==> config.mk <==
export PLATFORM = sky130hd
export DESIGN_NAME = slab_interval_sched
export DESIGN_NICKNAME = d
export VERILOG_FILES = /design/src/rtl/slab_interval_sched_pkg.sv /design/src/rtl/slab_wait_cnt.sv /design/src/rtl/slab_interval_sched.sv
export SDC_FILE = /design/constraint.sdc
export NUM_CORES = 1
export LEC_CHECK = 0
export ABC_AREA = 1
export CAP_MARGIN = 20
export CORE_AREA = 3 3 140 196
export DETAILED_ROUTE_END_ITERATION = 8
export DIE_AREA = 0 0 143 199
export PLACE_DENSITY = 0.75
export SLEW_MARGIN = 20
export SYNTH_ARGS = -nofsm -noshare
export SYNTH_HDL_FRONTEND = slang
export SYNTH_HIERARCHICAL = 1
export SYNTH_SLANG_ARGS = --single-unit
==> constraint.sdc <==
create_clock -name clk -period 8 [get_ports clk]
set_input_delay 1.2 -clock clk [delete_from_list [all_inputs] [get_ports clk]]
set_output_delay 1.2 -clock clk [all_outputs]
set_load 0.05 [all_outputs]
==> src/rtl/slab_interval_sched_pkg.sv <==
// Shared definitions for the slab interval scheduler: float field encodings,
// default word geometry, FSM state encoding and step-index width.
package slab_interval_sched_pkg;

    localparam int unsigned WE_DEF = 11;
    localparam int unsigned WF_DEF = 6;
    localparam int unsigned W_DEF  = WE_DEF + WF_DEF + 3;

    localparam logic [1:0] EXN_ZERO   = 2'b00;
    localparam logic [1:0] EXN_NORMAL = 2'b01;
    localparam logic [1:0] EXN_INF    = 2'b10;
    localparam logic [1:0] EXN_NAN    = 2'b11;

    localparam logic [W_DEF-1:0] FP_ZERO = '0;

    localparam int unsigned         STEP_W    = 3;
    localparam logic [STEP_W-1:0]   STEP_LAST = 3'd5;

    typedef enum logic [1:0] {
        StIdle,
        StIssue,
        StWait,
        StDone
    } state_e;

    function automatic logic is_nan(input logic [1:0] exn);
        return exn == EXN_NAN;
    endfunction

endpackage

==> src/rtl/slab_wait_cnt.sv <==
// Loadable down-counter that flags the final cycle of a fixed-latency wait,
// for schedulers that own a pipelined FP unit with constant latency.
module slab_wait_cnt #(
    parameter int unsigned CW = 4
) (
    input  logic          clk,
    input  logic          rst,
    input  logic          load_i,
    input  logic [CW-1:0] load_val_i,
    input  logic          dec_i,
    output logic          last_o
);

    logic [CW-1:0] cnt_q;

    always_ff @(posedge clk or posedge rst) begin
        if (rst) begin
            cnt_q <= '0;
        end else if (load_i) begin
            cnt_q <= load_val_i;
        end else if (dec_i && (cnt_q != '0)) begin
            cnt_q <= cnt_q - CW'(1);
        end
    end

    assign last_o = (cnt_q == CW'(1));

endmodule

==> src/rtl/slab_interval_sched.sv <==
// Finishes the ray/AABB slab test for one box by sequencing six max/min/order
// comparisons through a single shared external FP less-or-equal comparator.
module slab_interval_sched
    import slab_interval_sched_pkg::*;
#(
    parameter int unsigned WE      = WE_DEF,
    parameter int unsigned WF      = WF_DEF,
    parameter int unsigned CMP_LAT = 3,
    localparam int unsigned W      = WE + WF + 3
) (
    input  logic         clk,
    input  logic         rst,
    input  logic         in_valid_i,
    output logic         in_ready_o,
    input  logic [W-1:0] tnear_x_i,
    input  logic [W-1:0] tnear_y_i,
    input  logic [W-1:0] tnear_z_i,
    input  logic [W-1:0] tfar_x_i,
    input  logic [W-1:0] tfar_y_i,
    input  logic [W-1:0] tfar_z_i,
    output logic [W-1:0] cmp_a_o,
    output logic [W-1:0] cmp_b_o,
    input  logic         cmp_le_i,
    output logic         out_valid_o,
    input  logic         out_ready_i,
    output logic         hit_o,
    output logic [W-1:0] t_enter_o,
    output logic [W-1:0] t_exit_o
);

    localparam int unsigned CW = 4;

    state_e              state_q;
    logic [STEP_W-1:0]   step_q;
    logic [W-1:0]        nx_q, ny_q, nz_q, fx_q, fy_q, fz_q;
    logic [W-1:0]        mx_q, mn_q, t_enter_q, t_exit_q;
    logic [W-1:0]        cmp_a_q, cmp_b_q;
    logic [W-1:0]        op_a, op_b;
    logic                nan_q, c_ord_q, hit_q, out_valid_q;
    logic                in_nan, cnt_last;

    assign in_nan = is_nan(tnear_x_i[W-1:W-2]) | is_nan(tnear_y_i[W-1:W-2])
                  | is_nan(tnear_z_i[W-1:W-2]) | is_nan(tfar_x_i[W-1:W-2])
                  | is_nan(tfar_y_i[W-1:W-2])  | is_nan(tfar_z_i[W-1:W-2]);

    // Operand pair presented to the comparator for each step.
    always_comb begin
        op_a = '0;
        op_b = '0;
        case (step_q)
            3'd0: begin op_a = nx_q;        op_b = ny_q;     end
            3'd1: begin op_a = mx_q;        op_b = nz_q;     end
            3'd2: begin op_a = fx_q;        op_b = fy_q;     end
            3'd3: begin op_a = mn_q;        op_b = fz_q;     end
            3'd4: begin op_a = t_enter_q;   op_b = t_exit_q; end
            3'd5: begin op_a = W'(FP_ZERO); op_b = t_exit_q; end
            default: ;
        endcase
    end

    slab_wait_cnt #(
        .CW (CW)
    ) u_wait_cnt (
        .clk        (clk),
        .rst        (rst),
        .load_i     (state_q == StIssue),
        .load_val_i (CW'(CMP_LAT)),
        .dec_i      (state_q == StWait),
        .last_o     (cnt_last)
    );

    always_ff @(posedge clk or posedge rst) begin
        if (rst) begin
            state_q     <= StIdle;
            step_q      <= '0;
            nx_q        <= '0;
            ny_q        <= '0;
            nz_q        <= '0;
            fx_q        <= '0;
            fy_q        <= '0;
            fz_q        <= '0;
            mx_q        <= '0;
            mn_q        <= '0;
            t_enter_q   <= '0;
            t_exit_q    <= '0;
            cmp_a_q     <= '0;
            cmp_b_q     <= '0;
            nan_q       <= 1'b0;
            c_ord_q     <= 1'b0;
            hit_q       <= 1'b0;
            out_valid_q <= 1'b0;
        end else begin
            case (state_q)
                StIdle: begin
                    if (in_valid_i) begin
                        nx_q    <= tnear_x_i;
                        ny_q    <= tnear_y_i;
                        nz_q    <= tnear_z_i;
                        fx_q    <= tfar_x_i;
                        fy_q    <= tfar_y_i;
                        fz_q    <= tfar_z_i;
                        nan_q   <= in_nan;
                        step_q  <= '0;
                        state_q <= StIssue;
                    end
                end
                StIssue: begin
                    cmp_a_q <= op_a;
                    cmp_b_q <= op_b;
                    state_q <= StWait;
                end
                StWait: begin
                    if (cnt_last) begin
                        // Ties: max keeps operand B, min keeps operand A.
                        case (step_q)
                            3'd0: mx_q      <= cmp_le_i ? ny_q : nx_q;
                            3'd1: t_enter_q <= cmp_le_i ? nz_q : mx_q;
                            3'd2: mn_q      <= cmp_le_i ? fx_q : fy_q;
                            3'd3: t_exit_q  <= cmp_le_i ? mn_q : fz_q;
                            3'd4: c_ord_q   <= cmp_le_i;
                            3'd5: hit_q     <= c_ord_q & cmp_le_i & ~nan_q;
                            default: ;
                        endcase
                        if (step_q == STEP_LAST) begin
                            out_valid_q <= 1'b1;
                            state_q     <= StDone;
                        end else begin
                            step_q  <= step_q + STEP_W'(1);
                            state_q <= StIssue;
                        end
                    end
                end
                StDone: begin
                    if (out_ready_i) begin
                        out_valid_q <= 1'b0;
                        state_q     <= StIdle;
                    end
                end
                default: state_q <= StIdle;
            endcase
        end
    end

    assign in_ready_o  = (state_q == StIdle);
    assign cmp_a_o     = cmp_a_q;
    assign cmp_b_o     = cmp_b_q;
    assign out_valid_o = out_valid_q;
    assign hit_o       = hit_q;
    assign t_enter_o   = t_enter_q;
    assign t_exit_o    = t_exit_q;

endmodule
==> impl_metrics.toml <==
[clock_tree]
post_cts_buffers = 0
clkTransAtPathRegs_ns = 0.06
cts_resized = 0
cts.sink_count = 253
cts_root_buffer = "clkbuf_16"
insertion_delay_ns = 0.52
cts_tree = "built"
cts.path.max_buffers = 3
hold_buffers = 0
htreeDepth = 1
cts_inserted_buffers = 25

[setup_path]
crit_type = "in -> reg"
worstPathArrival_ns = 4.01
critPathLaunchType = "input port"
path_delay_family = "buffers and inverters"
cp.required_ns = 8.36
worstPathCellList = "clkdlybuf4s50_1, nand2_2, inv_4, buf_4, o21ai_0"
endpoint_kind = "flop"
cp_num_buf_inv = 3
path_max_fanout = 85
slowest_delay_ns = 0.85
cpMaxStageDelayCell = "inv_4"
r2r_slack_ns = 4.45

[grt]
met1_usage = 0.3606
grt_pass1_wl_um = 61240
met2_usage = 0.4446
overflow = 0
grt_usage = 0.2766
gr-usage-met3 = 0.02814
grt_pass1_vias = 11110
busiest_layer = "met2"
grt_max_degree = 161
antenna_found_initial = 0

[yosys]
yosysSeqAreaShare = 0.5152
yosys.area.top_type_share = 0.5152
netlist.top_cell.by_area = "dfrtp_1"
ys_ff_latch = 253
synth_edf_count = 0
synth.most_common_cell = "nand2_1"
syn_avg_cell_area_um2 = 7.411
ys_types = 24
synthTopCellsByCount = "nand2_1, dfrtp_1, o21ai_0, inv_1, nand3_1"
ys.flop_type = "dfrtp_1"
synthCells = 1658
syn-cell-area_um2 = 12290
synth.area.top_cells = "dfrtp_1, nand2_1, o21ai_0"
synthArstFlopShare = 1.000
ys_warn_count = 6

[place]
io_buffers = 207
dp.cells = 2105
place_hpwl_um = 27510
dp_worst_setup_slack_ns = 3.851
routabilityCongestion = 0.9403

[finish]
multi_input_area_um2 = 5086
utilization = 0.5859
instances_no_fill = 2146
area_growth_syn_to_layout_pct = 24.02
layout.area.seq_um2 = 6331
nNetsFinal = 1940
fillerInstances = 2308
drive_above_1_share = 0.03897
num_antenna_cells = 0

[timing]
slew_headroom = 0.3224
finalClockSkew_ns = 0.01164
setup_slack_ns = 4.348
hold_ws_ns = 0.4787
fin_tns_setup_ns = 0
rsz0062_at_grt = "no"
finalCriticalPeriod_ns = 3.652
finalSetupViolations = 0
timing_worst_slew_pin_value_ns = 1.014
max_freq_mhz = 273.8
post-route-period-util = 0.4565
maxSlewViolCount = 0
hold_violations = 0

[drt]
vias = 11500
wl_per_cell_um = 18.47
routed_wl_um = 39640
drt_pass1_iterations = 5
vias_per_cell = 5.360
drcViolationCount = 0
drtIter0Drc = 1116
ant_nets = 0

[power]
power.leakage_nw = 7.474
ir_drop_uv = 199.2
powerDensity_nw_per_um2 = 379.0

[die]
fp.coreArea_um2 = 26010
die_h_um = 199
initial_core_util = 0.4724
fp.dieArea_um2 = 28460
ioPinCount = 208
die_w_um = 143
row_count = 70

[job]
maxCapViolations = 0

[worst_hold_path]
hold_class = "reg -> reg"

[run_status]
run_status = "finished clean"
-- cell families (layout without fill, tap and decap cells) --
logic type / after synthesis / count (layout) / synth area share
AOI/OAI and AO/OA: 243 / 243 / 0.1024
adders and majority gates: 7 / 7 / 0.007127
buffers and inverters: 221 / 383 / 0.07270
DFF: 253 / 253 / 0.5152
other: 2 / 4 / 0.0006112
and+or+nand+nor: 932 / 932 / 0.3019
-- worst min-delay path, cell delays in order, from the launching register on --
cell	delay, ns
dfrtp_1	0.34
nand2_1	0.06
nand2_1	0.05
-- path summary, 6_finish.rpt --
kind / from / cells after the start / to
setup reg to reg: step_q[2] / 6 / t_enter_o[17]
max in group asynchronous: rst / 3 / ny_q[15]
hold / removal: cmp_b_o[1] / 2 / cmp_b_o[1]
min in group asynchronous: rst / 2 / u_wait_cnt/cnt_q[1]
setup / recovery: in_valid_i / 5 / fy_q[18]
hold reg to reg: cmp_b_o[1] / 2 / cmp_b_o[1]
-- area by class of cell --
cell class / count / share of cell area
clock buffer: 36 / 0.04836
inverter: 120 / 0.02997
clock inverter: 5 / 0.001642
multi-input combinational: 1186 / 0.3337
tap: 324 / 0.02660
sequential: 253 / 0.4154
timing repair buffer: 222 / 0.1443
-- power breakdown --
part           switching, W  internal (W)  total [W]
clock network      0.000482      0.000633    0.00111
registers          0.000409       0.00179    0.00220
logic               0.00170      0.000764    0.00246
total               0.00259       0.00319    0.00578
-- sequential cells by signal (all words and copies together), names as in the netlist --
signal,flops
cmp_a_o,20
cmp_b_o,20
fx_q,20
fy_q,20
fz_q,20
mn_q,20
mx_q,20
nx_q,20
ny_q,20
nz_q,20
t_enter_o,20
t_exit_o,20
u_wait_cnt/cnt_q,4
step_q,3
state_q,2
c_ord_q,1
hit_o,1
nan_q,1
out_valid_o,1
-- per-stage QoR --
step | area, µm² | total power [W]
6_report | 15240 | 0.005776
5_1_grt | 15240 | 0.006151
4_1_cts | 15240 | 0.005763
3_5_place_dp | 14470 | 0.004640
3_3_place_gp | 14470 | 0.004581
2_1_floorplan | 12300 | 0.003753
-- layout by cell type, fill, tap and decap left out, types with 7 or more instances in the layout --
master | netlist | routed
dfrtp_1 | 253 | 253
inv_1 | 117 | 115
nand3_1 | 116 | 116
nand2_1 | 689 | 688
clkdlybuf4s50_1 | 0 | 206
nor2_1 | 114 | 112
clkbuf_16 | 0 | 25
a21oi_1 | 53 | 53
o21a_1 | 17 | 17
clkbuf_8 | 0 | 7
buf_4 | 6 | 14
o21ai_0 | 165 | 165
o21ai_1 | 8 | 8
-- layer usage --
metal	share of wire	vias to the layer above
met1	0.38	5344
met4	0.072	0
met3	0.071	117
li1	-	5472
met2	0.48	569
met5	0	-
Power figures use the tool's default switching activity.
